$ cat src/rtl/ascii_pkg.sv
// Shared constants, FSM state type and byte-position helper for the ASCII time sender.
package ascii_pkg;

    localparam logic [7:0] ASCII_ZERO  = 8'h30;
    localparam logic [7:0] ASCII_CR    = 8'h0D;
    localparam logic [7:0] ASCII_LF    = 8'h0A;
    localparam logic [7:0] ASCII_COLON = 8'h3A;

    typedef enum logic [2:0] {
        IDLE,
        SEND,
        WAIT_BUSY,
        WAIT_IDLE,
        DONE
    } state_e;

    // Frame byte index -> nibble position in the snapshot (7 = hour tens, 0 = centisecond units).
    // The three separator indices and the CR/LF indices have no digit; they return 0.
    function automatic logic [2:0] nibble_sel(input logic [3:0] idx);
        logic [2:0] sel;
        case (idx)
            4'd0:    sel = 3'd7;
            4'd1:    sel = 3'd6;
            4'd3:    sel = 3'd5;
            4'd4:    sel = 3'd4;
            4'd6:    sel = 3'd3;
            4'd7:    sel = 3'd2;
            4'd9:    sel = 3'd1;
            default: sel = 3'd0;
        endcase
        return sel;
    endfunction

endpackage

$ cat src/rtl/bcd_to_ascii.sv
// Converts one BCD nibble to its ASCII digit; nibbles above 9 map to a substitute character.
module bcd_to_ascii
    import ascii_pkg::*;
#(
    parameter logic [7:0] BAD_CHAR = 8'h3F
) (
    input  logic [3:0] nibble_i,
    output logic [7:0] ascii_o
);

    always_comb begin
        ascii_o = BAD_CHAR;
        if (nibble_i <= 4'd9) begin
            ascii_o = ASCII_ZERO + {4'h0, nibble_i};
        end
    end

endmodule

$ cat src/rtl/ascii_time_sender.sv
// Serialises a packed-BCD time snapshot as "HH:MM:SS:CC[\r\n]" into a byte-wide UART
// transmitter, one byte per tx_start / tx_busy handshake.
module ascii_time_sender
    import ascii_pkg::*;
#(
    parameter logic [7:0] SEP_CHAR = ASCII_COLON,
    parameter bit         ADD_CRLF = 1'b1,
    parameter logic [7:0] BAD_CHAR = 8'h3F
) (
    input  logic        clk,
    input  logic        reset,
    input  logic        send_start,
    input  logic [31:0] digit_in,
    input  logic        tx_busy,
    output logic        tx_start,
    output logic [7:0]  tx_data,
    output logic        busy,
    output logic        done
);

    localparam logic [3:0] LastIdx = ADD_CRLF ? 4'd12 : 4'd10;

    state_e      state_q, state_d;
    logic [31:0] snap_q, snap_d;
    logic [3:0]  idx_q, idx_d;
    logic        tx_start_q, tx_start_d;
    logic [7:0]  tx_data_q, tx_data_d;

    logic [2:0]  nib_sel;
    logic [3:0]  nibble;
    logic [7:0]  digit_ascii;
    logic [7:0]  byte_sel;

    assign nib_sel = nibble_sel(idx_q);
    assign nibble  = snap_q[{nib_sel, 2'b00} +: 4];

    bcd_to_ascii #(
        .BAD_CHAR (BAD_CHAR)
    ) u_bcd_to_ascii (
        .nibble_i (nibble),
        .ascii_o  (digit_ascii)
    );

    always_comb begin
        byte_sel = digit_ascii;
        case (idx_q)
            4'd2, 4'd5, 4'd8: byte_sel = SEP_CHAR;
            4'd11:            byte_sel = ASCII_CR;
            4'd12:            byte_sel = ASCII_LF;
            default:          byte_sel = digit_ascii;
        endcase
    end

    always_ff @(posedge clk or posedge reset) begin
        if (reset) begin
            state_q <= IDLE;
        end else begin
            state_q <= state_d;
        end
    end

    always_comb begin
        state_d = state_q;
        unique case (state_q)
            IDLE:      if (send_start) state_d = SEND;
            SEND:      if (!tx_busy) state_d = WAIT_BUSY;
            WAIT_BUSY: if (tx_busy) state_d = WAIT_IDLE;
            WAIT_IDLE: if (!tx_busy) state_d = (idx_q < LastIdx) ? SEND : DONE;
            DONE:      state_d = IDLE;
            default:   state_d = IDLE;
        endcase
    end

    always_comb begin
        snap_d     = snap_q;
        idx_d      = idx_q;
        tx_start_d = 1'b0;
        tx_data_d  = tx_data_q;
        busy       = (state_q != IDLE);
        done       = (state_q == DONE);
        tx_start   = tx_start_q;
        tx_data    = tx_data_q;
        if (state_q == IDLE && send_start) begin
            snap_d = digit_in;
            idx_d  = 4'd0;
        end
        if (state_q == SEND && !tx_busy) begin
            tx_start_d = 1'b1;
            tx_data_d  = byte_sel;
        end
        // Index stops at the last byte so it can never wrap into an undefined position.
        if (state_q == WAIT_IDLE && !tx_busy && idx_q < LastIdx) begin
            idx_d = idx_q + 4'd1;
        end
    end

    always_ff @(posedge clk or posedge reset) begin
        if (reset) begin
            snap_q     <= 32'h0;
            idx_q      <= 4'd0;
            tx_start_q <= 1'b0;
            tx_data_q  <= 8'h00;
        end else begin
            snap_q     <= snap_d;
            idx_q      <= idx_d;
            tx_start_q <= tx_start_d;
            tx_data_q  <= tx_data_d;
        end
    end

endmodule

$ cat config.mk
export PLATFORM = sky130hd
export DESIGN_NAME = ascii_time_sender
export DESIGN_NICKNAME = d
export VERILOG_FILES = /design/src/rtl/ascii_pkg.sv /design/src/rtl/bcd_to_ascii.sv /design/src/rtl/ascii_time_sender.sv
export SDC_FILE = /design/constraint.sdc
export NUM_CORES = 1
export LEC_CHECK = 0
export CORE_AREA = 2 2 85 87
export CTS_CLUSTER_SIZE = 40
export DETAILED_ROUTE_END_ITERATION = 8
export DIE_AREA = 0 0 87 89
export PLACE_DENSITY = 0.6
export SYNTH_ARGS = -nofsm -noshare
export SYNTH_HDL_FRONTEND = slang
export SYNTH_SLANG_ARGS = --single-unit
$ cat constraint.sdc
create_clock -name clk -period 4.3 [get_ports clk]
set_input_delay 0.86 -clock clk [delete_from_list [all_inputs] [get_ports clk]]
set_output_delay 0.86 -clock clk [all_outputs]
set_load 0.02 [all_outputs]
# Word level (Yosys, flattened, before mapping)
# Cells that the tools add are included.
word_totals:
  output_inout_bits: 11
  reg_bits: 48
  word_cells: 52
  input_bits: 36
classes:
  reduce_logical: 11
  add_sub_neg: 2
  n_lt_le_gt_ge: 2
  shift: 1
  mux: 12
  eq_ne: 19
ops:
  columns: ["op", "n"]
  rows:
  - ["variable part select 32 x 6 -> 4 bit", 1]
  - ["one-hot mux 8 bit (3 select lines)", 1]
  - ["one-hot mux 3 bit (7 select lines)", 1]
  - ["equality test 4 x 3 -> 1 bit (second input constant)", 4]
  - ["equality test 4 bit (second input constant)", 4]
  - ["2-to-1 mux 3 bit", 5]
  - ["one-hot mux 3 bit (4 select lines)", 1]
  - ["equality test 4 x 2 -> 1 bit (second input constant)", 2]
  - ["2-to-1 mux 4 bit", 2]
  - ["2-to-1 mux 8 bit", 1]
  - ["!= test 2 bit (second input constant)", 4]
  - ["adder 6 x 4 -> 7 bit (first input constant)", 1]
  - ["equality test 3 x 2 -> 1 bit (second input constant)", 2]
  - ["adder 4 x 1 -> 4 bit (second input constant)", 1]
  - ["equality test 4 x 1 -> 1 bit (second input constant)", 1]
  - ["<= comparator 4 bit (second input constant)", 1]
  - ["logical AND 1 bit", 4]
  - ["zero test 4 bit", 1]
  - ["< comparator 4 bit (second input constant)", 1]
  - ["AND reduction 4 bit", 1]
  - ["equality test 3 x 1 -> 1 bit (second input constant)", 1]
  - ["equality test 3 bit (second input constant)", 1]
  - ["zero test 3 bit", 1]
  - ["nonzero test 3 bit", 1]
  - ["4 further kinds", 4]

# Logic depth before layout (Yosys ltp)
logic_depth:
  depth_word: 6
  depth_mapped: 11
  ltp_nobuf: 9

# Hierarchy
# From an unflattened synthesis, not the netlist that was laid out.
hier_totals:
  hier_cells: 187
  area_unflattened_um2: 2477.4
by_module_without_submodules:
  columns: ["mod", "n_inst", "cells_per_inst", "area_per_inst_um2", "seq_area_each_um2"]
  rows:
  - ["ascii_time_sender", 1, 176, 2409.8, 1201.2]
  - ["bcd_to_ascii", 1, 11, 67.6, 0.0]

# Least setup slack after synthesis
# OpenSTA, ideal clock, no wires.
synth_timing:
  path_kind: "flip-flop to flip-flop"
  from: "register idx_q[0]"
  to: "register tx_data_q[3] (netlist: tx_data[3])"
  n_path_buf: 2
  setup_time_ns: 0.126
  required_time_ns: 4.174
  arrival_time_ns: 2.162
  setup_slack_ns: 2.012
  path_stages_with_launch: 10
  synth_period_minus_slack_ns: 2.288
  cell_sequence: "dfrtp_1 -> inv_1 -> ha_1 -> or3_1 -> a32o_1 -> buf_6 -> buf_12 -> a221oi_2 -> o2bb2ai_2 -> o32a_1"
synth_via:
  elab_chain_len: 6
  elab_cells_between_ends: 19
  cone_classes: "1 x add/sub; 1 x order compare; 11 x eq/ne; 1 x shift; 3 x mux; 2 x reduce/logical"
synth_rtl:
  columns: ["element", "line", "rtl"]
  rows:
  - ["from (decl)", "ascii_time_sender.sv:25", "logic [3:0] idx_q, idx_d;"]
  - ["from (signal assigned)", "ascii_time_sender.sv:105", "idx_q <= idx_d;"]
  - ["equality test 4 bit (tied with other cells)", "ascii_pkg.sv:21", "case (idx)"]
  - ["one-hot mux 3 bit (7 select lines)", "ascii_pkg.sv:21", null]
  - ["variable part select 32 x 6 -> 4 bit", "ascii_time_sender.sv:35", "assign nibble = snap_q[{nib_sel, 2'b00} +: 4];"]
  - ["adder 6 x 4 -> 7 bit / <= comparator 4 bit (equally long branches)", "bcd_to_ascii.sv:14, bcd_to_ascii.sv:13", null]
  - ["2-to-1 mux 8 bit", "bcd_to_ascii.sv:13", "if (nibble_i <= 4'd9) begin"]
  - ["one-hot mux 8 bit (3 select lines) *", "ascii_time_sender.sv:46", "case (idx_q)"]
  - ["to (signal assigned)", "ascii_time_sender.sv:107", "tx_data_q <= tx_data_d;"]
  - ["to (decl)", "ascii_time_sender.sv:27", "logic [7:0] tx_data_q, tx_data_d;"]
# Mark *: on every way between the ends. The rest lies on a longest branch, timed or not.
# A chain may end at the register's enable or synchronous reset.

# Worst setup path in the final report
layout_timing:
  from: "register idx_q[0]"
  to: "register tx_data_q[2] (netlist: tx_data[2])"
# The elaborated chain is that of the path after synthesis.

==> reports/metrics.yaml <==
outcome: "completed"
netlist_top_cells_area: "dfrtp_1 (48%), nand2_1 (18%), mux2i_1 (5.2%)"
io_buffers: 44
setup_viol: 0
ant_nets: 0
yosys.area.top_type_share_pct: 48.3
hp-class: "reg -> reg"
start_util_pct: 34.7
setup_ws_ps: 1520
dieHeight_um: 89
drc_errors: 0
dr.pass1.iters: 4
fmax_mhz: 360
drt_iter0_drc: 92
fin_skew_ps: 5.09
yosysTopAreaCell: "dfrtp_1"
synth_cells: 265
clockPowerShare_pct: 12.7
period_share_pct: 64.7
fillers: 689
hold_viol: 0
cp.arrival_ps: 3020
dp_hpwl_um: 3560
dieWidth_um: 87
end_kind: "flip-flop"
ys_seq_area_share_pct: 48.3
switching_share_pct: 43.3
r2r_slack_ps: 1520
clock_latency_ps: 300
wirelength_um: 4930
vdd_drop_max_mv: 0.245
crit_path_max_fanout: 14
max_stage_delay_ps: 730
p_int_mw: 1.20
cts_setup_buffers: 0
ctsHoldBuffers: 0
final_util_pct: 43.0
vias: 1826
syn-cell-area_um2: 2330
placed_cells: 377
clock_path_buffers: 2
path_clk_slew_ps: 90
row_count: 30
holdWs_ps: 480
ctsRootBufferMaster: "clkbuf_8"
htreeDepth: 2
grt-ovfl-total: 0
crit_slowest_cell: "a32o_1"
power_density_nw_per_um2: 732
power_mw: 2.11
crit_path_start_kind: "flip-flop"
max-cap-violations: 0
worst_pin_slew_ps: 1150
grt_pass1_wl_um: 8480
first_global_vias: 1769
cts_tree: "built"
avgSynthCellArea_um2: 8.79
placed_cell_area_um2: 2800
pwr-share-comb_pct: 51.6
switchingPower_mw: 0.915
nNetsFinal: 345
relSlewSlack_pct: 23.6
grt_max_degree: 46
antenna_found_initial: 0
ctsResizeCount: 0
via_per_inst: 4.74
areaGrowthSynthToFinish_pct: 24.0
gp_congestion: 0.807
core_area_um2: 6720
required_ps: 4530
layout_min_cycle_time_ps: 2780
cts_buffers: 5
maxSlewViolCount: 0
fp.dieArea_um2: 7740
track_usage_pct: 14.0
dp_slack_ps: 1470
routedWlPerCell_um: 12.8
io_pins: 47
ys_ff_latch: 45
final_area_um2: 2890
crit_path_cell_trace: "inv_1, ha_1, or3_1, a32o_1, mux2i_1, a22o_1, a221oi_2, a211oi_1, nor2_1"
power_frac_seq_pct: 35.7
clkSinkCount: 45
finalNonFillerCells: 385
synth_cell_types: 44
yosysWarningCount: 0
min_path_cells: 2
rr_worst_depth: 9
power.static_leakage_nw: 1.37
rsz0062_at_grt: "no"
path_class: "reg -> reg"
diodes: 0
drive_gt1_share_pct: 6.89
finalSetupTns_ps: 0
==> cells in the mapped netlist, drive strengths merged <==
cell and n:
o21ai 10, mux2i 12, inv 5, nor3 2, buf 6, a221oi 4, nor2 9, mux2 2
o32a 1, dfrtp 45, a31oi 2, a22oi 1, o22ai 2, a32o 1, nand4 1, o21ba 1
nand3 4, nor3b 2, o21a 1, conb 1, o2111ai 1, or3 3, nor2b 2, o2bb2ai 1
o211ai 1, or2b 1, clkbuf 9, a22o 2, xnor2 1, nand2 113, clkinv 1, a21oi 3
nand2b 3, ha 5, nand3b 1, and2 2, a211oi 2, and3 2
==> per-layer routing <==
metal,up-vias,track usage [%],wire (um)
met1,826,20.5,2480
met4,0,3.84,72
met3,5,2.95,263
met5,-,0,0
li1,947,-,-
met2,48,20.9,2110
==> power groups by stage <==
stage	Combinational, mW	Sequential (mW)	Clock (mW)
after CTS	1.09	0.758	0.274
after detailed placement	1.09	0.764	0
final	1.09	0.756	0.268
after global placement	1.06	0.769	0
after floorplan	0.891	0.731	0
after global routing	1.24	0.784	0.298
==> cells in the final DEF, fill, tap and decap left out, types with 4 or more instances in the layout <==
master / Yosys / layout
a221oi_2: 4 / 4
nand3_1: 4 / 4
dfrtp_1: 45 / 45
nand2_1: 113 / 113
o21ai_0: 8 / 8
nor2_1: 9 / 9
ha_1: 5 / 5
clkbuf_8: 0 / 5
clkdlybuf4s50_1: 0 / 44
mux2i_1: 12 / 12
==> critical path: cells and delay by family, from the launching register on <==
| kind | cells | cell delay (ps) |
|---|---|---|
| buffers and inverters | 1 | 110 |
| and+or+nand+nor | 2 | 260 |
| AOI/OAI and AO/OA | 4 | 1380 |
| adders and majority gates | 1 | 300 |
| muxes | 1 | 200 |
| DFF | 1 | 460 |
==> area by class of cell <==
class                           count  area [um^2]  area share [%]
Inverter                            6         22.5           0.780
Timing Repair Buffer               46          455            15.8
Clock buffer                        5         68.8            2.38
Tap cell                           80          100            3.46
Multi-Input combinational cell    200         1090            37.9
Sequential cell                    45         1130            39.0
Clock inverter                      3         21.3           0.736
==> cells by family (layout without fill, tap and decap cells) <==
kind of cell / Yosys count / in the layout / share of synthesized area, %
and+or+nand+nor: 145 / 145 / 25.9
DFF: 45 / 45 / 48.3
AOI/OAI and AO/OA: 33 / 33 / 11.3
buffers and inverters: 21 / 60 / 5.05
muxes: 14 / 14 / 6.12
adders and majority gates: 5 / 5 / 2.69
other: 1 / 2 / 0.161
xor gates and xnor gates: 1 / 1 / 0.376
==> registers in the layout (all words and copies together) (netlist names) <==
signal    flops
tx_start      1
tx_data       5
snap_q       32
state_q       3
idx_q         4
==> path summary, 6_finish.rpt <==
check                               start          to
worst max-delay path             idx_q[0]  tx_data[2]
max in group asynchronous           reset  state_q[1]
worst min-delay path            snap_q[0]   snap_q[0]
worst min register to register  snap_q[0]   snap_q[0]
worst max register to register   idx_q[0]  tx_data[2]
min in group asynchronous           reset  state_q[0]
Note: power is estimated with default switching activity, not from simulation.
